### src/rtl/crop_window_stream.sv
// crop_window_stream: forwards a configurable, optionally decimated crop window of a raster frame
// through a 2-entry output FIFO with an end-of-window marker.
module crop_window_stream #(
    parameter int PIXEL_BIT_WIDTH = 12,
    parameter int CHANNELS = 1,
    parameter int IN_ROWS = 40,
    parameter int IN_COLS = 40,
    parameter int STEP_W = 3,
    localparam int DW = CHANNELS * PIXEL_BIT_WIDTH,
    localparam int RW = $clog2(IN_ROWS),
    localparam int CW = $clog2(IN_COLS)
) (
    input  logic              clk,
    input  logic              reset,
    input  logic              cfg_valid,
    output logic              cfg_ready,
    input  logic [RW-1:0]     cfg_y1,
    input  logic [CW-1:0]     cfg_x1,
    input  logic [RW:0]       cfg_rows,
    input  logic [CW:0]       cfg_cols,
    input  logic [STEP_W-1:0] cfg_step,
    output logic              cfg_error,
    input  logic [DW-1:0]     in_data,
    input  logic              in_valid,
    output logic              in_ready,
    output logic [DW-1:0]     out_data,
    output logic              out_valid,
    input  logic              out_ready,
    output logic              out_last,
    output logic              frame_done
);
    localparam int YW = RW + STEP_W + 2;
    localparam int XW = CW + STEP_W + 2;

    typedef enum logic [1:0] {IDLE, RUN, DRAIN} state_t;
    state_t state;

    logic [STEP_W-1:0] cfg_step_eff, step, rph, cph;
    logic [YW-1:0] y_end;
    logic [XW-1:0] x_end;
    logic [RW-1:0] y1, row, row_next;
    logic [CW-1:0] x1, col, col_next;
    logic [RW:0] rows, wrow;
    logic [CW:0] cols, wcol;
    logic [1:0] count;
    logic [DW-1:0] slot_data;
    logic slot_last, cfg_legal, in_fire, pop, keep, last, push, col_wrap, end_pix, rph_wrap, cph_wrap;

    always_comb begin
        cfg_step_eff = cfg_step == '0 ? STEP_W'(1) : cfg_step;
        y_end = YW'(cfg_y1) + YW'(cfg_rows - (RW + 1)'(1)) * YW'(cfg_step_eff);
        x_end = XW'(cfg_x1) + XW'(cfg_cols - (CW + 1)'(1)) * XW'(cfg_step_eff);
        cfg_legal = cfg_rows != '0 && cfg_cols != '0 && y_end <= YW'(IN_ROWS - 1) && x_end <= XW'(IN_COLS - 1);
        in_ready = state == RUN && count != 2'd2;
        out_valid = count != 2'd0;
        in_fire = in_valid && in_ready;
        pop = out_valid && out_ready;
        keep = row >= y1 && wrow < rows && rph == '0 && col >= x1 && wcol < cols && cph == '0;
        last = wrow == rows - (RW + 1)'(1) && wcol == cols - (CW + 1)'(1);
        push = in_fire && keep;
        col_wrap = col == CW'(IN_COLS - 1);
        end_pix = col_wrap && row == RW'(IN_ROWS - 1);
        col_next = col_wrap ? '0 : col + CW'(1);
        row_next = row + RW'(1);
        rph_wrap = rph == step - STEP_W'(1);
        cph_wrap = cph == step - STEP_W'(1);
    end

    // Phase counters restart at the window origin; wrow/wcol count completed decimation steps.
    always_ff @(posedge clk) begin
        if (reset) begin
            state <= IDLE;
            cfg_ready <= 1'b0;
            cfg_error <= 1'b0;
            frame_done <= 1'b0;
            y1 <= '0;
            x1 <= '0;
            rows <= '0;
            cols <= '0;
            step <= '0;
            row <= '0;
            col <= '0;
            rph <= '0;
            cph <= '0;
            wrow <= '0;
            wcol <= '0;
        end else begin
            cfg_error <= 1'b0;
            frame_done <= 1'b0;
            case (state)
                IDLE: begin
                    cfg_ready <= !(cfg_valid && cfg_ready && cfg_legal);
                    if (cfg_valid && cfg_ready && cfg_legal) begin
                        y1 <= cfg_y1;
                        x1 <= cfg_x1;
                        rows <= cfg_rows;
                        cols <= cfg_cols;
                        step <= cfg_step_eff;
                        row <= '0;
                        col <= '0;
                        rph <= '0;
                        cph <= '0;
                        wrow <= '0;
                        wcol <= '0;
                        state <= RUN;
                    end else if (cfg_valid && cfg_ready) begin
                        cfg_error <= 1'b1;
                    end
                end
                RUN: if (in_fire) begin
                    col <= col_next;
                    if (col_next == x1) begin
                        cph <= '0;
                        wcol <= '0;
                    end else if (col >= x1) begin
                        cph <= cph_wrap ? '0 : cph + STEP_W'(1);
                        wcol <= wcol + (CW + 1)'(cph_wrap);
                    end
                    if (col_wrap) begin
                        row <= row_next;
                        if (row_next == y1) begin
                            rph <= '0;
                            wrow <= '0;
                        end else if (row >= y1) begin
                            rph <= rph_wrap ? '0 : rph + STEP_W'(1);
                            wrow <= wrow + (RW + 1)'(rph_wrap);
                        end
                    end
                    if (end_pix) state <= DRAIN;
                end
                DRAIN: if (count == 2'd0) begin
                    frame_done <= 1'b1;
                    state <= IDLE;
                end
                default: state <= IDLE;
            endcase
        end
    end

    // Head register drives the outputs directly; slot holds the second entry.
    always_ff @(posedge clk) begin
        if (reset) begin
            count <= 2'd0;
            out_data <= '0;
            out_last <= 1'b0;
            slot_data <= '0;
            slot_last <= 1'b0;
        end else begin
            count <= count + 2'(push) - 2'(pop);
            if (pop && count == 2'd2) {out_last, out_data} <= {slot_last, slot_data};
            else if (push && (count == 2'd0 || pop)) {out_last, out_data} <= {last, in_data};
            if (push && count == 2'd1 && !pop) {slot_last, slot_data} <= {last, in_data};
        end
    end
endmodule

### config.mk
export PLATFORM = sky130hd
export DESIGN_NAME = crop_window_stream
export DESIGN_NICKNAME = d
export VERILOG_FILES = /design/src/rtl/crop_window_stream.sv
export SDC_FILE = /design/constraint.sdc
export NUM_CORES = 1
export LEC_CHECK = 0
export ABC_CLOCK_PERIOD_IN_PS = 6700
export BUFFER_PORTS_ARGS = -buffer_cell sky130_fd_sc_hd__buf_2
export CORE_ASPECT_RATIO = 1.5
export CORE_UTILIZATION = 34
export CTS_BUF_LIST = sky130_fd_sc_hd__clkbuf_2
export DETAILED_ROUTE_END_ITERATION = 10
export MAX_ROUTING_LAYER = met4
export PLACE_DENSITY = 0.61
export SLEW_MARGIN = 10
export SYNTH_ARGS = -nofsm -noshare
export SYNTH_HDL_FRONTEND = slang
export SYNTH_SLANG_ARGS = --single-unit
### constraint.sdc
create_clock -name clk -period 6.7 [get_ports clk]
set_input_delay 0.335 -clock clk [delete_from_list [all_inputs] [get_ports clk]]
set_output_delay 0.335 -clock clk [all_outputs]
set_load 0.1 [all_outputs]
==> qor.csv <==
stage,metric,value,unit
setup_path,cp.required,7.17,ns
grt,grt_pass1_vias,6923,
placement,placed_cell_area,8514,sq um
yosys,syn_nets,1162,
sta,hold_viol,0,
drt,met1_length,8.502,mm
yosys,synth_xor_area_share,6.387,%
drt,met3WireLength,443,microns
grt,antenna_found_initial,1,
job,maxCapViolCount,0,
die,fp.dieH,189.3,microns
placement,port_buffers,63,
layout,regArea,1882,sq um
sta,fmax,0.1762,GHz
layout,final_cell_mix,"nor2_1, inv_1, ha_1",
setup_path,crit_path_end_kind,flip-flop,
yosys,ys_types,63,
die,dieArea,24020,sq um
clock_network,cts.path.max_buffers,2,
setup_path,crit_path_max_fanout,37,
drt,via_per_inst,5.211,
yosys,synth_cells,997,
sta,finalSetupTns,0,ns
sta,fin_crit_sh,84.69,%
power,pwr-share-seq,41.4,%
yosys,synthFlopType,dfxtp_1,
clock_network,root_buffer,clkbuf_2,
drt,ant_nets,0,
yosys,synth_edf_count,0,
power,power_leakage,3.960,nW
setup_path,worstSetupPathType,input pin to flip-flop,
sta,worstMarginPinSlew,1.048,ns
yosys,synth-simple-area-share,21.74,%
yosys,netlist.area_leader.share,23.66,%
grt,grt_max_degree,97,
clock_network,cts_buffers,9,
die,pin_count,64,
clock_network,htree_num_levels,3,
layout,n_fill_cell,2398,
setup_path,worst_ep_arrival_time,6.14,ns
power,ir_worst_vdd,0.06811,mV
drt,drc,0,
yosys,synth-async-reset-ratio,0,%
setup_path,start_kind,input pin,
clock_network,cts.clk_slew.worst_paths,0.27,ns
layout,multi_input_area,5520,sq um
power,p_switching,0.5147,mW
die,rows,68,
drt,top_layer,met4,
yosys,synth_top_family_by_area,simple AND/OR/NAND/NOR gates,
layout,layout-drive-gt1-share,9.108,%
placement,place_inst,1307,
die,dieWidth,126.9,microns
power,pwr-share-comb,35.8,%
sta,rsz0062_at_grt,false,
yosys,synth.area.top_cells,"dfxtp_1, ha_1, nor2_1, fa_1, inv_1",
grt,grt_overflow,0,
drt,wirelength,20.38,mm
yosys,synth_compound_area_share,16.66,%
layout,finalCoreUtilization,39.06,%
sta,setup_violations,0,
drt,dr.pass1.iters,7,
yosys,yosys_warnings,0,
sta,fin_crit,5.674,ns
layout,layout.nets,1236,
sta,skew,0.04880,ns
yosys,yosys.area.top_type,dfxtp_1,
clock_network,clk_latency,0.61,ns
layout,stdcell_area,8974,sq um
layout,final_common_cell,nor2_1,
yosys,ys_seq_elements,94,
run_status,outcome,completed,
clock_network,cts_setup_buffers,0,
sta,max-slew-margin-rel,29.89,%
power,p_per_area,152.8,nW/um^2
power,power.share.switching,37.53,%
grt,grt_pass1_wl,33.93,mm
yosys,ys_seq_area_share,23.66,%
clock_network,tritoncts,done,
yosys,synth.avg_cell_area,7.978,sq um
layout,syn_to_final_growth,12.82,%
grt,grt_util_all_layers,18.07,%
drt,met2_length,10.87,mm
layout,fin_cells,1357,
die,core-area,22970,sq um
die,initial_utilization,34.62,%
hold_path,hold_path_class,input pin to flip-flop,
drt,drt_iter0_drc,290,
drt,wl_per_cell,15.02,microns
drt,num_vias,7071,
yosys,synth_area,7954,sq um
placement,dp_hpwl,15.70,mm
power,intPower,0.8567,mW
yosys,yosys.area_share.adder,20.98,%
power,pwr-share-clk,22.8,%
placement,gp_congestion,0.8693,
clock_network,cts_sinks,94,
sta,slew_viol_final,0,
yosys,synth_mux_area_share,3.524,%
-- power groups by stage --
| stage | Sequential [mW] | Combinational, mW | Clock (mW) |
|---|---|---|---|
| after floorplan | 0.587 | 0.334 | 0 |
| after global placement | 0.577 | 0.465 | 0 |
| after detailed placement | 0.577 | 0.472 | 0 |
| after CTS | 0.568 | 0.489 | 0.331 |
| after global routing | 0.569 | 0.548 | 0.352 |
| final | 0.568 | 0.491 | 0.313 |
-- area by class of cell --
type	instances	area share [%]
diodes	1	0.02789
clock buffers	10	0.5577
clock inverters	6	0.8505
inverters	107	4.476
multi-input cells	757	61.52
flip-flops and latches	94	20.97
well taps	280	3.904
repair buffers	102	7.697
-- synth_stat cells (9+ instances only) --
cell and n:
nor2_1 129, inv_1 107, ha_1 95, dfxtp_1 94, a21oi_1 71, nand2_1 49
nor2b_1 45, xnor2_1 40, clkbuf_1 30, nand3_1 29, mux2i_1 28, fa_1 24
o21ai_0 23, nor3_1 21, a211oi_1 20, xor2_1 18, and2_1 12, nand2b_1 11
o211ai_1 11, o21ai_1 11, and3_1 10, o21a_1 9
-- through the flow --
step	power [mW]	hold slack (ns)	setup slack, ns
3_5_place_dp	1.049	0.4577	0.9217
5_1_grt	1.469	0.02746	0.6581
3_3_place_gp	1.042	0.4542	1.026
4_1_cts	1.388	0.007894	1.085
6_report	1.371	0.06697	1.026
2_1_floorplan	0.9213	0.4362	2.036
-- layer usage --
layer  GRT usage, %  vias up
met4          6.960        0
met2          34.07      130
met3          1.328       29
met1          19.44     3330
met5              -        -
li1               -     3582
-- worst max-delay path, cell delays in order --
cell           delay [ns]
dlygate4sd3_1        0.52
buf_2                0.19
inv_1                0.08
ha_1                 0.26
nand2_1              0.09
xor2_1               0.25
nor2b_1              0.08
ha_1                 0.28
inv_1                0.05
fa_1                 0.53
inv_1                0.05
fa_1                 0.45
ha_1                 0.37
nor2b_1              0.18
a222oi_1             0.31
nand4b_1             0.14
a311oi_1             0.26
nand4_1              0.21
nor4_4               0.34
buf_4                0.42
or2_1                0.44
mux2i_1              0.23
nor2_1               0.05
-- state kept, by name, summed over array words and instances (netlist names), 6 cells and up --
signal	count
out_data	12
rows	7
y1	6
cols	7
wrow	7
row	6
slot_data	12
col	6
wcol	7
x1	6
-- kinds of logic after synthesis --
group,count (synthesis)
compound gates,205
xor+xnor,58
fa+ha+maj,119
buf+inv,146
flops,94
mux,28
simple gates,347
-- final timing paths --
path / slack, ns / depth (start not counted) / from / to
worst min-delay path: 0.07 / 3 / cfg_cols[6] / cols[6]
worst max-delay path: 1.03 / 23 / cfg_rows[0] / wcol[1]
worst max register to register: 3.37 / 11 / col[0] / slot_data[10]
worst min register to register: 0.49 / 2 / step[2] / step[2]
-- repair_timing --
item / 4_1_cts / 5_1_grt
endpoints found under the hold margin: 44 / 0
resized for setup: 0 / 0
hold buffers: 33 / 0
Note: power is estimated with default switching activity, not from simulation.
